$ cat src/rtl/decode.sv
// Decode stage of the in-order RV32I core: field extraction, immediate generation,
// integer register file with writeback bypass, and the decode-to-execute register.
module decode (
    input  logic        clk,
    input  logic        rst_n,
    input  logic [31:0] instr_addr_in,
    input  logic [31:0] instr_dat_in,
    input  logic        bubble_in,
    input  logic        flush_in,
    input  logic        wb_en,
    input  logic [4:0]  wb_rd,
    input  logic [31:0] wb_dat,
    output logic        d_valid,
    output logic [31:0] d_pc,
    output logic [6:0]  d_opcode,
    output logic [4:0]  d_rd,
    output logic [4:0]  d_rs1,
    output logic [4:0]  d_rs2,
    output logic [2:0]  d_funct3,
    output logic        d_funct7b5,
    output logic [31:0] d_rs1_dat,
    output logic [31:0] d_rs2_dat,
    output logic [31:0] d_imm,
    output logic        d_illegal
);

    localparam logic [6:0] OP_LOAD     = 7'b0000011;
    localparam logic [6:0] OP_MISC_MEM = 7'b0001111;
    localparam logic [6:0] OP_OP_IMM   = 7'b0010011;
    localparam logic [6:0] OP_AUIPC    = 7'b0010111;
    localparam logic [6:0] OP_STORE    = 7'b0100011;
    localparam logic [6:0] OP_OP       = 7'b0110011;
    localparam logic [6:0] OP_LUI      = 7'b0110111;
    localparam logic [6:0] OP_BRANCH   = 7'b1100011;
    localparam logic [6:0] OP_JALR     = 7'b1100111;
    localparam logic [6:0] OP_JAL      = 7'b1101111;
    localparam logic [6:0] OP_SYSTEM   = 7'b1110011;

    logic [31:0] regs [32];

    logic [31:0] instr;
    logic [6:0]  opcode;
    logic [4:0]  rd, rs1, rs2;
    logic [31:0] imm;
    logic        illegal;
    logic [31:0] rs1_dat, rs2_dat;

    assign instr  = instr_dat_in;
    assign opcode = instr[6:0];
    assign rd     = instr[11:7];
    assign rs1    = instr[19:15];
    assign rs2    = instr[24:20];

    always_comb begin
        imm     = 32'h0;
        illegal = 1'b0;
        case (opcode)
            OP_LOAD, OP_OP_IMM, OP_JALR, OP_SYSTEM:
                imm = {{20{instr[31]}}, instr[31:20]};
            OP_STORE:
                imm = {{20{instr[31]}}, instr[31:25], instr[11:7]};
            OP_BRANCH:
                imm = {{19{instr[31]}}, instr[31], instr[7], instr[30:25], instr[11:8], 1'b0};
            OP_LUI, OP_AUIPC:
                imm = {instr[31:12], 12'h000};
            OP_JAL:
                imm = {{11{instr[31]}}, instr[31], instr[19:12], instr[20], instr[30:21], 1'b0};
            OP_OP, OP_MISC_MEM:
                imm = 32'h0;
            default:
                illegal = 1'b1;
        endcase
        if (instr[1:0] != 2'b11) begin
            illegal = 1'b1;
        end
    end

    // The write landing at this edge must be seen by the instruction captured at the same edge.
    always_comb begin
        rs1_dat = 32'h0;
        rs2_dat = 32'h0;
        if (rs1 != 5'd0) begin
            rs1_dat = (wb_en && wb_rd == rs1) ? wb_dat : regs[rs1];
        end
        if (rs2 != 5'd0) begin
            rs2_dat = (wb_en && wb_rd == rs2) ? wb_dat : regs[rs2];
        end
    end

    always_ff @(posedge clk or negedge rst_n) begin
        if (!rst_n) begin
            for (int i = 0; i < 32; i++) begin
                regs[i] <= 32'h0;
            end
        end else if (wb_en && wb_rd != 5'd0) begin
            regs[wb_rd] <= wb_dat;
        end
    end

    always_ff @(posedge clk or negedge rst_n) begin
        if (!rst_n) begin
            d_valid    <= 1'b0;
            d_pc       <= 32'h0;
            d_opcode   <= 7'h0;
            d_rd       <= 5'h0;
            d_rs1      <= 5'h0;
            d_rs2      <= 5'h0;
            d_funct3   <= 3'h0;
            d_funct7b5 <= 1'b0;
            d_rs1_dat  <= 32'h0;
            d_rs2_dat  <= 32'h0;
            d_imm      <= 32'h0;
            d_illegal  <= 1'b0;
        end else if (flush_in || bubble_in) begin
            d_valid    <= 1'b0;
            d_pc       <= 32'h0;
            d_opcode   <= 7'h0;
            d_rd       <= 5'h0;
            d_rs1      <= 5'h0;
            d_rs2      <= 5'h0;
            d_funct3   <= 3'h0;
            d_funct7b5 <= 1'b0;
            d_rs1_dat  <= 32'h0;
            d_rs2_dat  <= 32'h0;
            d_imm      <= 32'h0;
            d_illegal  <= 1'b0;
        end else begin
            d_valid    <= 1'b1;
            d_pc       <= instr_addr_in;
            d_opcode   <= opcode;
            d_rd       <= rd;
            d_rs1      <= rs1;
            d_rs2      <= rs2;
            d_funct3   <= instr[14:12];
            d_funct7b5 <= instr[30];
            d_rs1_dat  <= rs1_dat;
            d_rs2_dat  <= rs2_dat;
            d_imm      <= imm;
            d_illegal  <= illegal;
        end
    end

endmodule
$ cat config.mk
export PLATFORM = sky130hd
export DESIGN_NAME = decode
export DESIGN_NICKNAME = d
export VERILOG_FILES = /design/src/rtl/decode.sv
export SDC_FILE = /design/constraint.sdc
export NUM_CORES = 2
export LEC_CHECK = 0
export BUFFER_PORTS_ARGS = -buffer_cell sky130_fd_sc_hd__buf_2
export CAP_MARGIN = 20
export CELL_PAD_IN_SITES_DETAIL_PLACEMENT = 1
export CELL_PAD_IN_SITES_GLOBAL_PLACEMENT = 1
export CORE_MARGIN = 2
export CORE_UTILIZATION = 30
export DETAILED_ROUTE_END_ITERATION = 6
export PLACE_DENSITY_LB_ADDON = 0.05
export SKIP_LAST_GASP = 1
export SYNTH_ARGS = -nofsm -noshare
export SYNTH_HDL_FRONTEND = slang
export SYNTH_SLANG_ARGS = --single-unit
$ cat constraint.sdc
create_clock -name clk -period 3.35 [get_ports clk]
set_input_delay 0 -clock clk [delete_from_list [all_inputs] [get_ports clk]]
set_output_delay 0 -clock clk [all_outputs]
set_load 0.01 [all_outputs]
== Yosys cells after proc, flatten, opt, wreduce, memory -nomap -nowiden ==
Index checks and enable logic that the tools add are counted.

* $mul: 0
* Reduce and logical (&&, ||, !) cells: 11
* Bitwise gates (word level): 3
* Mux-type cells: 28
* Eq/ne operators: 14
* Shift-type cells: 0
* Divide/modulo/power cells: 0
* Magnitude comparators: 4
* $add $sub $neg: 0

{| class="wikitable"
|+ Operators with widths
! cell !! count
|-
| $bwmux W1024 || 1
|-
| $mux W32 || 13
|-
| $bmux W32 S5 || 2
|-
| $demux W32 S5 || 1
|-
| $pmux W32 S5 || 1
|-
| $eq A7 B7 Y1 const B || 4
|-
| $eq A7 B6 Y1 const B || 3
|-
| $ge A6 B6 Y1 const B || 3
|-
| $not A5 Y6 || 3
|-
| $mux W5 || 3
|-
| $reduce_bool A5 Y1 || 3
|-
| $eq A7 B5 Y1 const B || 2
|-
| $reduce_or A11 Y1 || 1
|-
| $eq A5 B5 Y1 || 2
|-
| $eq A7 B2 Y1 const B || 1
|-
| $eq A7 B4 Y1 const B || 1
|-
| $mux W7 || 1
|-
| $lt A6 B1 Y1 const B || 1
|-
| $mux W1 || 5
|-
| $logic_and A1 B1 Y1 || 4
|-
| $reduce_or A4 Y1 || 1
|-
| $mux W3 || 1
|-
| $ne A2 B2 Y1 const B || 1
|-
| $reduce_or A2 Y1 || 1
|-
| $logic_or A1 B1 Y1 || 1
|}

* Bits in read-only memories: 0
* Register bits: 1180
* Latch bits: 0
* RAM bits: 0
* Word-level logic and storage cells: 104
* Memories: 0
* Output and inout bits: 156

== Depth between registers and ports, before layout ==
* Depth in word-level cells: 7
* Gate-level depth with buffers: 11
* Gate-level depth less buffers: 5

== Least setup slack after synthesis ==
No wires, ideal clock.

* Path type: input to register
* From: in instr_dat_in[21]
* To: reg d_rs2_dat[10]
* Stages on the path: 7
* Slack: 1.517 ns
* Arrival time: 1.712 ns
* Cells stage by stage: buf_2 buf_2 buf_2 clkbuf_1 mux4_2 a221o_1 a22o_1

* Word-level cells in the longest chain between the ends: 7
* Elaborated cells between the ends (all ways): 10

{| class="wikitable"
|+ RTL lines
! what !! RTL line !! text
|-
| from (decl) || 7 || <nowiki>input logic [31:0] instr_dat_in,</nowiki>
|-
| $not A5 Y6 (implied by the code) || 86 || <nowiki>rs2_dat = (wb_en && wb_rd == rs2) ? wb_dat : regs[rs2];</nowiki>
|-
| $bmux W32 S5 || 86 ||
|-
| $mux W32 (implied by the code) (2 in a row) || 86 ||
|-
| $mux W32 || 86 ||
|-
| $mux W32 (*) || 85 || <nowiki>if (rs2 != 5'd0) begin</nowiki>
|-
| $mux W32 (*) || 114 || <nowiki>end else if (flush_in || bubble_in) begin</nowiki>
|-
| to (signal assigned) || 137 || <nowiki>d_rs2_dat <= rs2_dat;</nowiki>
|-
| to (decl) || 22 || <nowiki>output logic [31:0] d_rs2_dat,</nowiki>
|}

Every way passes the cells marked *; elsewhere a longest branch is shown, timed or not. The select of a mux whose other input is x is not followed.
A chain may end at the register's enable or synchronous reset.

== Worst setup path in the final report ==
* From: in instr_dat_in[1]
* To: reg d_imm[14]

* Word-level cells in the longest chain between the ends: 4
* Elaborated cells between the ends (all ways): 13

{| class="wikitable"
|+ RTL lines
! what !! RTL line !! text
|-
| $eq A7 B2 Y1 (tied with other cells) || 57 || <nowiki>case (opcode)</nowiki>
|-
| $reduce_or A4 Y1 or $reduce_or A2 Y1 (tied branches) || - ||
|-
| $pmux W32 S5 (*) || 57 ||
|-
| $mux W32 (*) || 114 ||
|-
| to (signal assigned) || 138 || <nowiki>d_imm <= imm;</nowiki>
|-
| to (decl) || 23 || <nowiki>output logic [31:0] d_imm,</nowiki>
|}

Every way passes the cells marked *; elsewhere a longest branch is shown, timed or not.

==> key figures <==
Place
  • Dpl ws: 0.695 ns
  • DP Wirelength: 144000 um
  • Gpl congestion: 0.738
  • Post-DP Area: 65600 um2
  • # port buffers: 261

Synth
  • Post-synth ARST share: 1.00
  • Syn. warnings: 0
  • Area leader, netlist: dfrtp_1
  • Flops & latches, synth: 1180
  • Post-synthesis sequential area ratio: 0.490
  • Synth Area per Inst: 13.9 um2
  • Count of unique library cells instantiated by Yosys: 47
  • Synthesized area: 60300 um2
  • Cell count after synthesis: 4345
  • Syn nets: 4451
  • Synth top area share: 0.490
  • Synth Flop Type: dfrtp_1
  • Post-synth EDFFs: 0
  • Dominant cells by area after synthesis: dfrtp_1, mux2_2, mux4_2

Finish
  • Share of post-route cells with drive strength above 1: 0.443
  • Commonest non-fill, non-tap cells in the layout: dfrtp_1, mux2_2, mux2i_1
  • Nets: 4762
  • P&R area growth vs syn: 19.6%
  • Final instance area: 72100 um2
  • Commonest non-fill, non-tap cell in the layout: dfrtp_1

Critical path
  • R2R depth: 4
  • Crit path required time: 4.08 ns
  • Critical Path Start Type: input port
  • Origin of the critical flop-to-flop path: regs[29]$_DFFE_PN0P_
  • Crit path DAT: 3.46 ns
  • Worst Setup Path Type: input port to register
  • Worst Setup End Kind: register
  • CP max FO: 8
  • Setup crit start: instr_dat_in[1]

Floorplan
  • DIE WIDTH: 452 um
  • DIE HEIGHT: 452 um
  • Core ar.: 200000 um2
  • Row count: 164
  • Die footprint: 204000 um2
  • Starting Density: 0.302
  • Top Ports: 262

Timing
  • Final Hold Vio Count: 0
  • Worst slew margin: 0.311
  • Max Slew Vio Count: 0
  • Tightest Pin Transition: 1.03 ns
  • RSZ-0062 raised after global routing: false
  • Final setup TNS: 0 ns
  • Crit path time final: 2.73 ns
  • Endpoints failing setup: 0
  • Max Clk Rate: 367 MHz
  • Fin crit share: 0.814
  • Setup ws final: 0.622 ns
  • Layout Skew: 0.0229 ns

Min path
  • WHS Path Cells: 5
  • Worst hold path class: input port to register
  • Hold wc startpoint: wb_rd[2]

Route
  • DRT iter0 DRCs: 2488
  • Router iterations before antenna repair: 7
  • DR DRC count: 0
  • Post-detailed-route count of antenna-violating nets: 0
  • Drt total wl: 250000 um
  • Number of vias in the routed layout: 40600
  • Avg Vias per Cell: 5.47
  • DR WL/cell: 33.7 um

Clocking
  • CTS resizes: 0
  • Clock Tree Buf Depth: 3
  • H-tree levels: 4
  • Clock latency on the worst-skew pair: 0.80 ns
  • Hold Buf Count CTS: 162
  • CTS buffer count: 147
  • Setup repair bufs after CTS: 0
  • Clock transition at path regs: 0.06 ns
  • CTS tree: yes
  • Root buffer cell: clkbuf_16
  • Clock Sinks: 1180

GRT
  • Vias in the first global route: 43500
  • First-pass GRT wire length: 355000 um
  • Largest net degree at the start of global routing: 76
  • Initial antenna violation count: 24
  • Global route overflow: 0
  • GR Util All Layers: 0.244

Power and ir drop
  • Peak VDD IR: 0.582 mV
  • PD cells: 589 nW/um2
  • Leakage: 32.2 nW

Job
  • Max Cap Viol: 0

Run status
  • Outcome: finished, final reports clean
cell families (layout without fill, tap and decap cells):
logic type             count (synthesis)  count (layout)  synth area share
AND/OR/NAND/NOR                      482             482            0.0393
XOR/XNOR                              11              11           0.00160
buffers and inverters                481             898            0.0355
flip-flops                          1180            1180             0.490
AO/OA/AOI/OAI                        431             431            0.0528
other                                  0               3                 0
multiplexers                        1760            1760             0.381
flip-flops by register name, summed over array words and instances, names as in the netlist, 5 cells and up:
register and flops:
d_pc 32, d_rs1 5, d_rd 5, d_opcode 7, regs 1024, d_imm 32
d_rs2 5, d_rs2_dat 32, d_rs1_dat 32
routing by layer:
| metal | routed length [um] | global-route usage | up-vias |
|---|---|---|---|
| met1 | 118000 | 0.346 | 22500 |
| met5 | 14 | 0 | - |
| met4 | 6320 | 0.0641 | 4 |
| met3 | 7210 | 0.0254 | 284 |
| met2 | 119000 | 0.399 | 843 |
| li1 | - | - | 17000 |
report_power, final:
part	leakage, nW	internal [mW]	switching [mW]
sequential	15.3	16.7	1.80
combinational	14.5	4.35	3.30
clock	2.39	9.72	6.58
worst max-delay path: stages:
cell and delay, ns:
dlygate4sd3_1 0.53, buf_2 0.14, and2_1 0.27, nand2_1 0.11
dlygate4sd3_1 0.59, a21oi_1 0.22, dlygate4sd3_1 0.81, nand2_1 0.10
a21oi_1 0.13, dlygate4sd3_1 0.57
cell usage after synthesis (all sizes together) (4+ instances only):
cell type	instances
mux2i	384
xnor2	10
dfrtp	1180
o21ai	34
inv	5
nor2	40
nand4	34
a221o	45
nor3	5
nand3	35
buf	189
clkbuf	287
a22o	32
a22oi	4
mux4	320
nand3b	6
mux2	1056
a32o	32
nand2b	32
o221ai	64
nand2	212
a21oi	80
nor2b	38
a31oi	5
a211oi	62
nor3b	5
and2	64
o22ai	63
worst paths after layout:
check	end	slack [ns]
max	d_imm[14]$_DFF_PN0_	0.62
min	regs[959]$_DFFE_PN0P_	0.13
max reg2reg	d_rs2_dat[29]$_DFF_PN0_	1.44
min reg2reg	regs[993]$_DFFE_PN0P_	0.39
max in group asynchronous	d_rs2_dat[9]$_DFF_PN0_	2.57
min in group asynchronous	regs[58]$_DFFE_PN0P_	0.15
metrics by stage:
| stage | cells | utilization | total power [mW] | hold slack (ns) |
|---|---|---|---|---|
| 4_1_cts | 7418 | 0.361 | 43.0 | 0.0422 |
| 5_1_grt | 7420 | 0.361 | 44.5 | 0.105 |
| 3_3_place_gp | 7001 | 0.328 | 26.1 | 0.0870 |
| 3_5_place_dp | 7001 | 0.328 | 26.2 | 0.0900 |
| 2_1_floorplan | 4345 | - | 23.5 | -0.296 |
| 6_report | 7421 | 0.361 | 42.4 | 0.126 |
cell type report:
cell class                      count  area (um2)
Inverter                            5        18.8
Antenna cell                        3        7.51
Tap cell                         2656        3320
Sequential cell                  1180       29500
Fill cell                       20600      128000
Clock inverter                     33         389
Multi-Input combinational cell   2684       28900
Timing Repair Buffer              638        5440
Clock buffer                      222        4450
Power figures use the tool's default switching activity.
